[src/rtl/wb_merge_pkg.sv]
// Shared types and constants for the writeback merge unit: queue entry layout,
// default sizes and the age at which a queued write counts as older than a MUL.
package wb_merge_pkg;

  localparam int XLEN_DEF   = 32;
  localparam int QDEPTH_DEF = 4;

  localparam logic [1:0] AGE_OLD = 2'd3;

  typedef struct packed {
    logic                valid;
    logic [4:0]          rd;
    logic [XLEN_DEF-1:0] data;
    logic [1:0]          age;
  } wbq_entry_t;

  function automatic logic [1:0] age_inc(input logic [1:0] age);
    return (age == AGE_OLD) ? age : age + 2'd1;
  endfunction

endpackage

[src/rtl/wb_merge_if.sv]
// Writeback bus between the EXE/MULT writeback stage (master) and the merge
// unit (slave), plus the register-file write port the merge unit drives.
interface wb_merge_if #(
  parameter int XLEN = 32
);
  // No handshake: exe_wr/mult_wr are fire-and-forget write strobes that are
  // never back-pressured; rf_we qualifies rf_waddr/rf_wdata in the same cycle.
  logic            exe_wr;
  logic [4:0]      exe_rd;
  logic [XLEN-1:0] exe_data;
  logic            mult_wr;
  logic [4:0]      mult_rd;
  logic [XLEN-1:0] mult_data;
  logic            rf_we;
  logic [4:0]      rf_waddr;
  logic [XLEN-1:0] rf_wdata;

  modport master (
    output exe_wr, exe_rd, exe_data, mult_wr, mult_rd, mult_data,
    input  rf_we, rf_waddr, rf_wdata
  );

  modport slave (
    input  exe_wr, exe_rd, exe_data, mult_wr, mult_rd, mult_data,
    output rf_we, rf_waddr, rf_wdata
  );
endinterface

[src/rtl/wb_merge_queue.sv]
// Circular queue of parked EXE writes with per-entry kill compare and aging.
// WBM_FORWARD_EN adds a youngest-valid-match lookup for two source indices.
module wb_merge_queue
  import wb_merge_pkg::*;
#(
  parameter int XLEN   = XLEN_DEF,
  parameter int QDEPTH = QDEPTH_DEF
) (
  input  logic                     clk,
  input  logic                     rst,
  input  logic                     push_i,
  input  logic [4:0]               push_rd_i,
  input  logic [XLEN-1:0]          push_data_i,
  input  logic                     pop_i,
  input  logic                     exe_kill_i,
  input  logic [4:0]               exe_kill_rd_i,
  input  logic                     mult_kill_i,
  input  logic [4:0]               mult_kill_rd_i,
  output logic                     head_valid_o,
  output logic [4:0]               head_rd_o,
  output logic [XLEN-1:0]          head_data_o,
  output logic [$clog2(QDEPTH):0]  cnt_o,
  output logic                     full_o,
  output logic                     empty_o,
  input  logic [4:0]               rs1_idx_i,
  input  logic [4:0]               rs2_idx_i,
  output logic                     rs1_hit_o,
  output logic [XLEN-1:0]          rs1_data_o,
  output logic                     rs2_hit_o,
  output logic [XLEN-1:0]          rs2_data_o
);

  localparam int PW = $clog2(QDEPTH);
  localparam int CW = PW + 1;

  wbq_entry_t    ent_q [QDEPTH];
  wbq_entry_t    ent_d [QDEPTH];
  logic [PW-1:0] head_q, head_d;
  logic [PW-1:0] tail_q, tail_d;
  logic [CW-1:0] cnt_q, cnt_d;

  always_comb begin
    ent_d = ent_q;
    for (int i = 0; i < QDEPTH; i++) begin
      if (ent_q[i].valid) begin
        if (exe_kill_i && ent_q[i].rd == exe_kill_rd_i) ent_d[i].valid = 1'b0;
        // Only entries already older than the MUL instruction lose to it.
        if (mult_kill_i && ent_q[i].rd == mult_kill_rd_i && ent_q[i].age == AGE_OLD)
          ent_d[i].valid = 1'b0;
        ent_d[i].age = age_inc(ent_q[i].age);
      end
    end
    if (pop_i)  ent_d[head_q] = '0;
    // Push after pop so a full queue popping and pushing reuses the head slot.
    if (push_i) ent_d[tail_q] = '{valid: 1'b1, rd: push_rd_i,
                                   data: XLEN_DEF'(push_data_i), age: 2'd0};
    head_d = pop_i  ? head_q + PW'(1) : head_q;
    tail_d = push_i ? tail_q + PW'(1) : tail_q;
    cnt_d  = cnt_q + CW'(push_i) - CW'(pop_i);
  end

  always_ff @(posedge clk) begin
    if (rst) begin
      for (int i = 0; i < QDEPTH; i++) ent_q[i] <= '0;
      head_q <= '0;
      tail_q <= '0;
      cnt_q  <= '0;
    end else begin
      ent_q  <= ent_d;
      head_q <= head_d;
      tail_q <= tail_d;
      cnt_q  <= cnt_d;
    end
  end

  assign head_valid_o = ent_q[head_q].valid;
  assign head_rd_o    = ent_q[head_q].rd;
  assign head_data_o  = XLEN'(ent_q[head_q].data);
  assign cnt_o        = cnt_q;
  assign full_o       = (cnt_q == CW'(QDEPTH));
  assign empty_o      = (cnt_q == '0);

`ifdef WBM_FORWARD_EN
  logic [PW-1:0] lk_idx;

  // Walk from head (oldest) to tail so the youngest match is the last one kept.
  always_comb begin
    rs1_hit_o  = 1'b0;
    rs1_data_o = '0;
    rs2_hit_o  = 1'b0;
    rs2_data_o = '0;
    lk_idx     = '0;
    for (int i = 0; i < QDEPTH; i++) begin
      lk_idx = head_q + PW'(i);
      if (ent_q[lk_idx].valid) begin
        if (rs1_idx_i != 5'd0 && ent_q[lk_idx].rd == rs1_idx_i) begin
          rs1_hit_o  = 1'b1;
          rs1_data_o = XLEN'(ent_q[lk_idx].data);
        end
        if (rs2_idx_i != 5'd0 && ent_q[lk_idx].rd == rs2_idx_i) begin
          rs2_hit_o  = 1'b1;
          rs2_data_o = XLEN'(ent_q[lk_idx].data);
        end
      end
    end
  end
`else
  logic unused_lookup;
  assign unused_lookup = ^{rs1_idx_i, rs2_idx_i};
  assign rs1_hit_o  = 1'b0;
  assign rs1_data_o = '0;
  assign rs2_hit_o  = 1'b0;
  assign rs2_data_o = '0;
`endif

endmodule

[src/rtl/wb_merge.sv]
// Merges the zero-latency EXE and 2-cycle MULT writeback streams onto one
// register-file write port. WBM_FORWARD_EN enables queue forwarding lookups.
module wb_merge
  import wb_merge_pkg::*;
#(
  parameter int XLEN   = XLEN_DEF,
  parameter int QDEPTH = QDEPTH_DEF
) (
  input  logic                    clk,
  input  logic                    rst,
  wb_merge_if.slave               bus,
  output logic                    stall_o,
  output logic [$clog2(QDEPTH):0] q_cnt,
  output logic                    ovf_err,
  input  logic [4:0]              rs1_idx,
  input  logic [4:0]              rs2_idx,
  output logic                    rs1_hit,
  output logic [XLEN-1:0]         rs1_data,
  output logic                    rs2_hit,
  output logic [XLEN-1:0]         rs2_data
);

  localparam int CW = $clog2(QDEPTH) + 1;

  logic            exe_v, mult_v;
  logic            pop, push, direct, enq_req, exe_kill;
  logic            head_valid, q_full, q_empty;
  logic [4:0]      head_rd;
  logic [XLEN-1:0] head_data;
  logic [CW-1:0]   cnt;

  logic            rf_we_q, rf_we_d;
  logic [4:0]      rf_waddr_q, rf_waddr_d;
  logic [XLEN-1:0] rf_wdata_q, rf_wdata_d;
  logic            ovf_q, ovf_d;

  // x0 writes vanish here; a same-rd MULT loses to the younger EXE write.
  assign exe_v  = bus.exe_wr && (bus.exe_rd != 5'd0);
  assign mult_v = bus.mult_wr && (bus.mult_rd != 5'd0) &&
                  !(exe_v && bus.exe_rd == bus.mult_rd);

  always_comb begin
    rf_we_d    = 1'b0;
    rf_waddr_d = '0;
    rf_wdata_d = '0;
    pop        = 1'b0;
    direct     = 1'b0;
    if (mult_v) begin
      rf_we_d    = 1'b1;
      rf_waddr_d = bus.mult_rd;
      rf_wdata_d = bus.mult_data;
    end else if (!q_empty) begin
      pop = 1'b1;
      if (head_valid) begin
        rf_we_d    = 1'b1;
        rf_waddr_d = head_rd;
        rf_wdata_d = head_data;
      end
    end else if (exe_v) begin
      direct     = 1'b1;
      rf_we_d    = 1'b1;
      rf_waddr_d = bus.exe_rd;
      rf_wdata_d = bus.exe_data;
    end
    enq_req  = exe_v && !direct;
    push     = enq_req && (!q_full || pop);
    ovf_d    = ovf_q || (enq_req && q_full && !pop);
    exe_kill = direct || push;
  end

  always_ff @(posedge clk) begin
    if (rst) begin
      rf_we_q    <= 1'b0;
      rf_waddr_q <= '0;
      rf_wdata_q <= '0;
      ovf_q      <= 1'b0;
    end else begin
      rf_we_q    <= rf_we_d;
      rf_waddr_q <= rf_waddr_d;
      rf_wdata_q <= rf_wdata_d;
      ovf_q      <= ovf_d;
    end
  end

  wb_merge_queue #(
    .XLEN   (XLEN),
    .QDEPTH (QDEPTH)
  ) u_queue (
    .clk            (clk),
    .rst            (rst),
    .push_i         (push),
    .push_rd_i      (bus.exe_rd),
    .push_data_i    (bus.exe_data),
    .pop_i          (pop),
    .exe_kill_i     (exe_kill),
    .exe_kill_rd_i  (bus.exe_rd),
    .mult_kill_i    (mult_v),
    .mult_kill_rd_i (bus.mult_rd),
    .head_valid_o   (head_valid),
    .head_rd_o      (head_rd),
    .head_data_o    (head_data),
    .cnt_o          (cnt),
    .full_o         (q_full),
    .empty_o        (q_empty),
    .rs1_idx_i      (rs1_idx),
    .rs2_idx_i      (rs2_idx),
    .rs1_hit_o      (rs1_hit),
    .rs1_data_o     (rs1_data),
    .rs2_hit_o      (rs2_hit),
    .rs2_data_o     (rs2_data)
  );

  assign bus.rf_we    = rf_we_q;
  assign bus.rf_waddr = rf_waddr_q;
  assign bus.rf_wdata = rf_wdata_q;
  assign q_cnt        = cnt;
  assign ovf_err      = ovf_q;
  assign stall_o      = (cnt >= CW'(QDEPTH - 1));

endmodule

[src/flat_wrapper.sv]
// flat-port wrapper written by rule: the top's interface ports become plain ports
module wb_merge_flat import wb_merge_pkg::*;
#(
  parameter int XLEN   = XLEN_DEF,
  parameter int QDEPTH = QDEPTH_DEF
)
  (clk, rst, stall_o, q_cnt, ovf_err, rs1_idx, rs2_idx, rs1_hit, rs1_data, rs2_hit, rs2_data, bus_exe_wr, bus_exe_rd, bus_exe_data, bus_mult_wr, bus_mult_rd, bus_mult_data, bus_rf_we, bus_rf_waddr, bus_rf_wdata);
  wb_merge_if #(.XLEN(XLEN)) bus_i ();
  input  logic clk;
  input  logic rst;
  output logic stall_o;
  output logic [$clog2(QDEPTH):0] q_cnt;
  output logic ovf_err;
  input  logic [4:0] rs1_idx;
  input  logic [4:0] rs2_idx;
  output logic rs1_hit;
  output logic [XLEN-1:0] rs1_data;
  output logic rs2_hit;
  output logic [XLEN-1:0] rs2_data;
  input wire logic [$bits(bus_i.exe_wr)-1:0] bus_exe_wr;
  input wire logic [$bits(bus_i.exe_rd)-1:0] bus_exe_rd;
  input wire logic [$bits(bus_i.exe_data)-1:0] bus_exe_data;
  input wire logic [$bits(bus_i.mult_wr)-1:0] bus_mult_wr;
  input wire logic [$bits(bus_i.mult_rd)-1:0] bus_mult_rd;
  input wire logic [$bits(bus_i.mult_data)-1:0] bus_mult_data;
  output wire logic [$bits(bus_i.rf_we)-1:0] bus_rf_we;
  output wire logic [$bits(bus_i.rf_waddr)-1:0] bus_rf_waddr;
  output wire logic [$bits(bus_i.rf_wdata)-1:0] bus_rf_wdata;
  assign bus_i.exe_wr = bus_exe_wr;
  assign bus_i.exe_rd = bus_exe_rd;
  assign bus_i.exe_data = bus_exe_data;
  assign bus_i.mult_wr = bus_mult_wr;
  assign bus_i.mult_rd = bus_mult_rd;
  assign bus_i.mult_data = bus_mult_data;
  assign bus_rf_we = bus_i.rf_we;
  assign bus_rf_waddr = bus_i.rf_waddr;
  assign bus_rf_wdata = bus_i.rf_wdata;
  wb_merge #(.XLEN(XLEN), .QDEPTH(QDEPTH)) u_core (.clk(clk), .rst(rst), .bus(bus_i), .stall_o(stall_o), .q_cnt(q_cnt), .ovf_err(ovf_err), .rs1_idx(rs1_idx), .rs2_idx(rs2_idx), .rs1_hit(rs1_hit), .rs1_data(rs1_data), .rs2_hit(rs2_hit), .rs2_data(rs2_data));
endmodule
[config.mk]
export PLATFORM = sky130hd
export DESIGN_NAME = wb_merge_flat
export DESIGN_NICKNAME = d
export VERILOG_FILES = /design/src/rtl/wb_merge_pkg.sv /design/src/rtl/wb_merge_if.sv /design/src/rtl/wb_merge_queue.sv /design/src/rtl/wb_merge.sv /design/src/flat_wrapper.sv
export SDC_FILE = /design/constraint.sdc
export NUM_CORES = 1
export LEC_CHECK = 0
export ABC_AREA = 1
export CAP_MARGIN = 30
export CORE_MARGIN = 2
export CORE_UTILIZATION = 45
export CTS_BUF_LIST = sky130_fd_sc_hd__clkbuf_4
export DETAILED_ROUTE_END_ITERATION = 7
export DONT_BUFFER_PORTS = 1
export PLACE_DENSITY = 0.63
export SYNTH_ARGS = -nofsm -noshare
export SYNTH_HDL_FRONTEND = slang
export SYNTH_SLANG_ARGS = --single-unit
export TNS_END_PERCENT = 5
[constraint.sdc]
create_clock -name clk -period 3.75 [get_ports clk]
set_input_delay 0.75 -clock clk [delete_from_list [all_inputs] [get_ports clk]]
set_output_delay 0.75 -clock clk [all_outputs]
set_load 0.01 [all_outputs]
==> flow_metrics.tcl <==
set metrics [dict create \
    first_pass_iters 5 \
    syn_to_final_growth_pct 4.690 \
    avgSynthCellArea_um2 6.349 \
    synthCells 1794 \
    finalNonFillerCells 2118 \
    synth_top_family_by_area "simple AND/OR/NAND/NOR gates" \
    p_clk_frac 0.284 \
    drt_iter0_drc 765 \
    cts_buffers 57 \
    combPwrFrac 0.326 \
    ys.flop_type "dfxtp_1" \
    hold_start "rst" \
    slowest_delay_ns 0.52 \
    slew_violations 0 \
    p_int_uw 4167 \
    dp_cells 2022 \
    hold_path_class "in -> reg" \
    crit_required_ns 4.31 \
    status "finished clean" \
    cp-start-kind "flip-flop" \
    io_buffers 0 \
    crit_chain "nor3_2 > inv_2 > nand2_1 > inv_1 > ha_1 > inv_1 > ha_1 > fa_1 > xnor2_1 > nor2_1" \
    postCtsSetupBuffers 0 \
    tritoncts "yes" \
    ys_ff_latch 206 \
    crit_path_start "u_core.u_queue.cnt_o[1]" \
    muxShareOfSynthArea 0 \
    drc 0 \
    p_per_area_nw_per_um2 579.1 \
    async_reset_ff_frac 0 \
    ir_drop_v 0.0002453 \
    crit_buf_inv 3 \
    synth_compound_area_frac 0.09689 \
    finalCriticalPeriod_ns 2.696 \
    cpLargestDelayFamily "adder cells" \
    root_buffer "clkbuf_4" \
    viasPerCell 5.233 \
    gp_congestion 0.9060 \
    yosys.cell_types.count 37 \
    h-tree-depth 2 \
    gr-usage-all-layers 0.2545 \
    tightest_slew_ns 0.8388 \
    maxCapViolCount 0 \
    grt_overflow 0 \
    setup-tns-final_ns 0 \
    grt_max_degree 97 \
    path_class "reg -> reg" \
    routedWlPerCell_um 16.17 \
    vias 11080 \
    die-height_um 163.1 \
    switching_share 0.3965 \
    worstPathMaxFanout 9 \
    wirelength_um 34250 \
    clkSinkCount 206 \
    synth_top_area_frac 0.3621 \
    finalHoldViolCount 0 \
    setup_viol 0 \
    clock-skew-final_ns 0.03423 \
    min_path_cells 1 \
    synthTopCellsByArea "dfxtp_1 (36%), nand2_1 (19%), nor2_1 (11%)" \
    initial_utilization 0.4549 \
    worst-path-stages 10 \
    grt_pass1_wl_um 54150 \
    dpl.hpwl_um 19790 \
    critPathCaptureType "flip-flop" \
    power_frac_seq 0.390 \
    cts_hold_buf 0 \
    antenna_found_initial 1 \
    timing.slew.headroom 0.4400 \
    synth_warnings 0 \
    synthAdderAreaFrac 0.01384 \
    synth_edf_count 0 \
    dieWidth_um 163.1 \
    arrival_ns 3.25 \
    grt_pass1_vias 10070 \
    fin_crit_sh 0.7189 \
    post_cts_resized 0 \
    placementRows 58 \
    p_leak_uw 0.005797 \
    drive_gt1_frac 0.08506 \
    cpMaxStageDelayCell "nor3_2" \
    die_area_um2 26600 \
    fin_nets 1851 \
    max_freq_ghz 0.3710 \
    rsz0062_at_grt "false" \
    synth_xor_area_frac 0.01461 \
    io_pins 197 \
    yosys-top-cells-count "nand2_1 (571), nor2_1 (341), dfxtp_1 (206), o21ai_0 (94), nand3_1 (91)" \
    clk_pin_slew_ns 0.07 \
    synth_area_um2 11390 \
    clk_latency_ns 0.70 \
    rr_worst_depth 10 \
    clockBufferDepth 3 \
    rr_startpoint "u_core.u_queue.cnt_o[1]" \
    synth_largest_area_cell "dfxtp_1" \
    yosysMostFrequentCell "nand2_1" \
    coreArea_um2 25040 \
    switchingPower_uw 2738 \
    synth-simple-area-share 0.3857 \
    ant_nets 0 \
    seq_area_frac_synth 0.3621 \
]
per-layer routing:
layer | share of wire | vias to the layer above | track usage
met4 | 0.017 | 0 | 0.06999
met1 | 0.45 | 5140 | 0.3409
met2 | 0.46 | 387 | 0.4199
met3 | 0.070 | 49 | 0.04825
li1 | - | 5507 | -
met5 | 0 | - | 0
final cells by class:
cell class,instances,area [um^2]
fillers,2669,13110
multi-input cells,1372,6115
flip-flops and latches,206,4125
clock buffers,84,630.6
well taps,330,412.9
inverters,84,316.6
repair buffers,30,275.3
clock inverters,11,46.29
diodes,1,2.502
flip-flops by register name (all words and copies together), names as in the netlist:
signal / cells
u_core.u_queue.cnt_o: 3
u_core.u_queue.tail_q: 2
u_core.bus.rf_wdata: 32
u_core.bus.rf_waddr: 5
u_core.bus.rf_we: 1
u_core.u_queue.head_q: 2
u_core.ovf_err: 1
u_core.u_queue.ent_q: 160
power groups by stage:
stage / Clock, uW / Sequential [uW] / Combinational [uW]
2_1_floorplan: 0 / 2660 / 1740
3_3_place_gp: 0 / 2730 / 2210
3_5_place_dp: 0 / 2730 / 2230
4_1_cts: 2020 / 2690 / 2250
5_1_grt: 2140 / 2720 / 2530
6_report: 1960 / 2690 / 2250
path summary, 6_finish.rpt:
check                           slack (ns)                      end
worst max register to register        1.05  u_core.u_queue.cnt_o[2]
worst min register to register        0.50           u_core.ovf_err
worst max-delay path                  1.05  u_core.u_queue.cnt_o[2]
worst min-delay path                  0.12  u_core.bus.rf_wdata[15]
placed cells by master (no fill, tap or decap), drive strengths merged, types with 2 or more instances in the layout:
master / count
o211ai: 4
nor3: 9
buf: 30
o22ai: 32
clkbuf: 84
a31oi: 35
nor2: 343
clkinv: 11
inv: 84
dfxtp: 206
o21ai: 95
nand3: 97
nor4: 2
ha: 11
xnor2: 9
conb: 66
nand4: 49
xor2: 10
nand2: 574
a21oi: 31
kinds of logic after synthesis:
family,after synthesis
and+or+nand+nor,1077
buffers and inverters,281
DFF,206
AOI/OAI and AO/OA,198
xor gates and xnor gates,19
adders and majority gates,12
other,1
through the flow:
step	setup slack (ns)	power (uW)	hold slack [ns]	util	cell area, um^2
after global placement	0.6627	4937	0.4828	0.4491	11240
final	1.054	6905	0.1209	0.4763	11920
after global routing	0.9381	7388	0.07731	0.4763	11920
after floorplan	0.7274	4390	0.4681	-	11630
after CTS	1.062	6951	0.06347	0.4762	11920
after detailed placement	0.6274	4967	0.4929	0.4491	11240
(Power assumes the default switching activity.)
